**config.mk**
```make
export PLATFORM = sky130hd
export DESIGN_NAME = sparse_row_sequencer
export DESIGN_NICKNAME = d
export VERILOG_FILES = /design/src/rtl/sparse_row_sequencer.sv
export SDC_FILE = /design/constraint.sdc
export NUM_CORES = 1
export LEC_CHECK = 0
export ABC_AREA = 0
export CAP_MARGIN = 20
export CORE_UTILIZATION = 40
export CTS_CLUSTER_SIZE = 16
export DETAILED_ROUTE_END_ITERATION = 16
export DONT_BUFFER_PORTS = 1
export PLACE_DENSITY_LB_ADDON = 0.15
export SETUP_SLACK_MARGIN = 0.05
export SLEW_MARGIN = 20
export SYNTH_ARGS = -nofsm -noshare
export SYNTH_HDL_FRONTEND = slang
export SYNTH_SLANG_ARGS = --single-unit
```
**constraint.sdc**
```tcl
create_clock -name clk -period 2.1 [get_ports clk]
set_input_delay 0.21 -clock clk [delete_from_list [all_inputs] [get_ports clk]]
set_output_delay 0.21 -clock clk [all_outputs]
set_load 0.02 [all_outputs]
```
**src/rtl/sparse_row_sequencer.sv**
```systemverilog
// ============================================================================
// Module      : sparse_row_sequencer
// Description : Packet FIFO + issue sequencer feeding one sparse PE; emits
//               per-row accumulator deltas on a valid/ready result stream.
// Revision    : 1.0 - initial release
// ============================================================================
`default_nettype none

module sparse_row_sequencer #(
    parameter int GROUPS_PER_ROW = 4,
    parameter int FIFO_DEPTH     = 4,
    parameter int PSUM_W         = 20,
    parameter int PKT_W          = 20
) (
    input  logic              clk,
    input  logic              rst_n,
    input  logic              s_valid,
    output logic              s_ready,
    input  logic [PKT_W-1:0]  s_pkt,
    output logic              pe_en,
    output logic [PKT_W-1:0]  pe_w,
    input  logic [PSUM_W-1:0] pe_psum,
    output logic              m_valid,
    input  logic              m_ready,
    output logic [PSUM_W-1:0] m_data,
    output logic              busy
);

    localparam int c_PTR_W = (FIFO_DEPTH > 1) ? $clog2(FIFO_DEPTH) : 1;
    localparam int c_CNT_W = (GROUPS_PER_ROW > 1) ? $clog2(GROUPS_PER_ROW) : 1;

    localparam logic [c_PTR_W:0]   c_FULL     = (c_PTR_W+1)'(FIFO_DEPTH);
    localparam logic [c_CNT_W-1:0] c_GRP_LAST = c_CNT_W'(GROUPS_PER_ROW - 1);

    localparam logic [1:0] c_ST_RUN     = 2'd0;
    localparam logic [1:0] c_ST_CAPTURE = 2'd1;
    localparam logic [1:0] c_ST_OUT     = 2'd2;

    logic [PKT_W-1:0]   r_mem [FIFO_DEPTH];
    logic [c_PTR_W-1:0] r_wr_ptr;
    logic [c_PTR_W-1:0] r_rd_ptr;
    logic [c_PTR_W:0]   r_count;
    logic [1:0]         r_state;
    logic [1:0]         w_state_nxt;
    logic [c_CNT_W-1:0] r_grp_cnt;
    logic [PSUM_W-1:0]  r_base;
    logic [PSUM_W-1:0]  r_m_data;
    logic               r_m_valid;
    logic               w_full;
    logic               w_empty;
    logic               w_push;
    logic               w_issue;
    logic               w_row_last;

    assign w_full     = (r_count == c_FULL);
    assign w_empty    = (r_count == '0);
    assign s_ready    = rst_n && !w_full;
    assign w_push     = s_valid && s_ready;
    assign w_row_last = (r_grp_cnt == c_GRP_LAST);
    assign m_valid    = r_m_valid;
    assign m_data     = r_m_data;

    // Storage is not reset: occupancy alone defines which entries are live.
    always_ff @(posedge clk) begin
        if (w_push) begin
            r_mem[r_wr_ptr] <= s_pkt;
        end
    end

    always_ff @(posedge clk) begin
        if (!rst_n) begin
            r_wr_ptr <= '0;
            r_rd_ptr <= '0;
            r_count  <= '0;
        end else begin
            if (w_push) begin
                r_wr_ptr <= r_wr_ptr + c_PTR_W'(1);
            end
            if (w_issue) begin
                r_rd_ptr <= r_rd_ptr + c_PTR_W'(1);
            end
            case ({w_push, w_issue})
                2'b10:   r_count <= r_count + (c_PTR_W+1)'(1);
                2'b01:   r_count <= r_count - (c_PTR_W+1)'(1);
                default: r_count <= r_count;
            endcase
        end
    end

    always_ff @(posedge clk) begin
        if (!rst_n) begin
            r_state <= c_ST_RUN;
        end else begin
            r_state <= w_state_nxt;
        end
    end

    always_comb begin
        w_state_nxt = r_state;
        case (r_state)
            c_ST_RUN:     if (w_issue && w_row_last) w_state_nxt = c_ST_CAPTURE;
            c_ST_CAPTURE: w_state_nxt = c_ST_OUT;
            c_ST_OUT:     if (m_ready) w_state_nxt = c_ST_RUN;
            default:      w_state_nxt = c_ST_RUN;
        endcase
    end

    always_comb begin
        w_issue = (r_state == c_ST_RUN) && !w_empty;
        pe_en   = w_issue && rst_n;
        pe_w    = pe_en ? r_mem[r_rd_ptr] : '0;
        busy    = !w_empty || (r_state != c_ST_RUN);
    end

    // The PE never clears, so each row result is the psum delta since the last capture.
    always_ff @(posedge clk) begin
        if (!rst_n) begin
            r_grp_cnt <= '0;
            r_base    <= '0;
            r_m_valid <= 1'b0;
            r_m_data  <= '0;
        end else begin
            if (w_issue) begin
                r_grp_cnt <= w_row_last ? '0 : r_grp_cnt + c_CNT_W'(1);
            end
            case (r_state)
                c_ST_CAPTURE: begin
                    r_m_data  <= pe_psum - r_base;
                    r_base    <= pe_psum;
                    r_m_valid <= 1'b1;
                end
                c_ST_OUT: begin
                    if (m_ready) r_m_valid <= 1'b0;
                end
                default: ;
            endcase
        end
    end

endmodule

`default_nettype wire

```
==> metrics.txt <==
clock insertion delay at the later pin of the skew report=0.42 ns; final estimated routing congestion in global placement=0.786; All-Layer GR Usage=0.183; sequential area share after synthesis=0.578; antenna violations before repair=0; detailed-route DRC error count=0; root cell of the clock tree=sky130_fd_sc_hd__clkbuf_16; Ys Warns=0; Design Area, Final=7680 sq um; peak fanout along the critical path=3; Worst EP required=2.46 ns; final number of setup-violating endpoints=3; DP Wirelength=8160 um; failing checks=negative setup slack; Hold WS=0.0278 ns; Worst-Margin Slew=0.528 ns; most repeated cell in the gate-level netlist after synthesis=sky130_fd_sc_hd__edfxtp_1; EDFF count, synth=80; static leakage=2.65 nW; effective utilization at floorplan=0.413; register bit total from synthesis=134; most instantiated cells after synthesis=80 x sky130_fd_sc_hd__edfxtp_1, 68 x sky130_fd_sc_hd__nand2_1, 54 x sky130_fd_sc_hd__dfxtp_1; number of levels the H-tree was split into=4; share of synthesized registers carrying an async set or reset=0; setup repair after global routing missed its margin=yes; share of the clock period used by the worst path after layout=1.03; cell types with the largest area share after synthesis=sky130_fd_sc_hd__edfxtp_1 40%, sky130_fd_sc_hd__dfxtp_1 18%, sky130_fd_sc_hd__mux4_2 7.5%; fin. max-slew vios=0; Post-Synthesis Cell Area=6020 sq um; peak supply drop=0.000718 V; cts bufs inserted=17; total detailed-routing wirelength=13500 um; worst-case headroom to the max-slew limit=0.648; primary flip-flop cell chosen by synthesis mapping=sky130_fd_sc_hd__edfxtp_1; type of the worst min-delay path=in -> reg; endpoint kind of the worst setup timing path=register; number of placement rows=44; placeable core region=14600 sq um; critical path launch point type=register; total power per unit cell area=1030 nW/um^2; deepest clock path buffer count=2; Worst EP arrival=2.53 ns; Net Count, Synth=581; largest net degree at the start of global routing=47; Clock transition at path regs=0.06 ns; count of clock tree sinks=134; router iterations before antenna repair=4; final setup skew=0.0108 ns; count of buffers inserted at the top-level ports=0; die outline width=125 um; Via-to-Cell Ratio=5.40; shortest clock period the worst path allows after layout=2.17 ns; I/O pins=88; Placement Setup Slack=-0.151 ns; Yosys cell types=49; fin nets=650; Post-Place Cell Area=6460 sq um; clock tree from TritonCTS=built; layout cell share with drive strength beyond 1=0.201; smallest setup slack after layout=-0.0662 ns; Antenna Cells=0; type of the worst setup path=reg -> reg; drt first-iter violations=173; result of the run=finished with violations; area enclosed by the die boundary=15600 sq um; final antenna-violating net count=0; Die Y=125 um; Avg Inst Size Synth=11.8 sq um; Synth Instances=510; via count of the first global-routing pass=4360; via count of the routed design=4190; wire length of the first global-routing pass=21800 um; achievable frequency=462 MHz; final hold vios=0; final global-route overflow total=0; cell type contributing the most total cell area after synthesis=sky130_fd_sc_hd__edfxtp_1; Reg2Reg Setup Slack=-0.07 ns; portion of synthesized cell area occupied by the leading cell type=0.399; Area growth, synth to finish=27.5%; number of max-capacitance violations reported=0; post-detailed-route wirelength per cell=17.4 um
-- state kept, by name, summed over array words and instances (netlist names), named ones only --
| register | flops |
|---|---|
| r_grp_cnt | 2 |
| r_base | 20 |
| r_state | 2 |
| r_wr_ptr | 2 |
| r_mem | 80 |
| r_count | 3 |
| r_rd_ptr | 2 |
| m_data | 20 |
| m_valid | 1 |
-- per-layer routing --
| layer | track usage | part of all wire | vias to the layer above |
|---|---|---|---|
| met5 | 0 | 0 | - |
| met4 | 0.0645 | 0.013 | 0 |
| met3 | 0.0610 | 0.063 | 15 |
| met2 | 0.318 | 0.51 | 102 |
| met1 | 0.208 | 0.42 | 2079 |
| li1 | - | - | 1994 |
-- report_power, final --
part           leakage (nW)  internal [mW]  switching, mW
Sequential             1.16           2.96          0.122
Combinational          1.22          0.959           1.10
Clock                 0.267           1.66           1.11
-- worst max-delay path: stages (launching register included) --
cell                        delay, ns
sky130_fd_sc_hd__dfxtp_2         0.33
sky130_fd_sc_hd__ha_4            0.16
sky130_fd_sc_hd__fa_2            0.36
sky130_fd_sc_hd__nor2b_4         0.13
sky130_fd_sc_hd__o2111ai_2       0.13
sky130_fd_sc_hd__a31oi_2         0.26
sky130_fd_sc_hd__o21ai_2         0.10
sky130_fd_sc_hd__o21a_1          0.18
sky130_fd_sc_hd__or4_1           0.39
sky130_fd_sc_hd__nand3_1         0.07
-- repair_timing --
action / in CTS / in global routing
resized for setup: 6 / 29
setup buffers: 0 / 1
cloned: 0 / 1
endpoints found under the setup margin: 8 / 33
hold buffers: 52 / 0
pin swaps: 8 / 6
endpoints found under the hold margin: 112 / 0
-- cells in the final DEF, fill, tap and decap left out, types with 8 or more instances in the layout --
master / netlist / layout
sky130_fd_sc_hd__nand3_1: 18 / 18
sky130_fd_sc_hd__nor2_1: 23 / 23
sky130_fd_sc_hd__inv_1: 30 / 27
sky130_fd_sc_hd__and3_1: 25 / 22
sky130_fd_sc_hd__xnor2_1: 8 / 8
sky130_fd_sc_hd__buf_4: 0 / 15
sky130_fd_sc_hd__edfxtp_1: 80 / 80
sky130_fd_sc_hd__nand2_1: 68 / 68
sky130_fd_sc_hd__dfxtp_1: 54 / 49
sky130_fd_sc_hd__mux4_2: 20 / 20
sky130_fd_sc_hd__dlygate4sd3_1: 0 / 52
sky130_fd_sc_hd__a21oi_1: 44 / 38
sky130_fd_sc_hd__clkbuf_16: 0 / 18
sky130_fd_sc_hd__ha_1: 25 / 17
-- path summary, 6_finish.rpt --
check                                from  cells past startpoint          to
worst max-delay path            r_base[0]                      9  m_data[14]
worst min-delay path                rst_n                      3  m_data[15]
worst max register to register  r_base[0]                      9  m_data[14]
worst min register to register  r_base[3]                      2   r_base[3]
-- final cells by class --
cell class	count	area (sq um)
clock inverters	11	104
inverters	30	113
multi-input cells	319	2470
repair buffers	77	821
flip-flops and latches	134	3490
fillers	1263	6910
clock buffers	21	450
well taps	184	230
-- stage by stage --
stage | power (mW) | utilization | TNS (ns) | cells
final | 7.92 | 0.526 | -0.100 | 776
after global routing | 8.30 | 0.526 | -0.631 | 776
after CTS | 7.91 | 0.518 | -0.196 | 774
after detailed placement | 5.03 | 0.443 | -0.477 | 690
after global placement | 5.00 | 0.443 | -0.323 | 690
after floorplan | 4.55 | - | -0.0509 | 510
-- cell families (layout without fill, tap and decap cells) --
| logic type | count (synthesis) | after routing | share of synthesized area |
|---|---|---|---|
| buffers and inverters | 57 | 139 | 0.0366 |
| xor gates and xnor gates | 15 | 15 | 0.0218 |
| and+or+nand+nor | 164 | 164 | 0.133 |
| adders and majority gates | 27 | 27 | 0.0586 |
| AOI/OAI and AO/OA | 90 | 90 | 0.0926 |
| DFF | 134 | 134 | 0.578 |
| muxes | 23 | 23 | 0.0798 |
(Power assumes the default switching activity.)
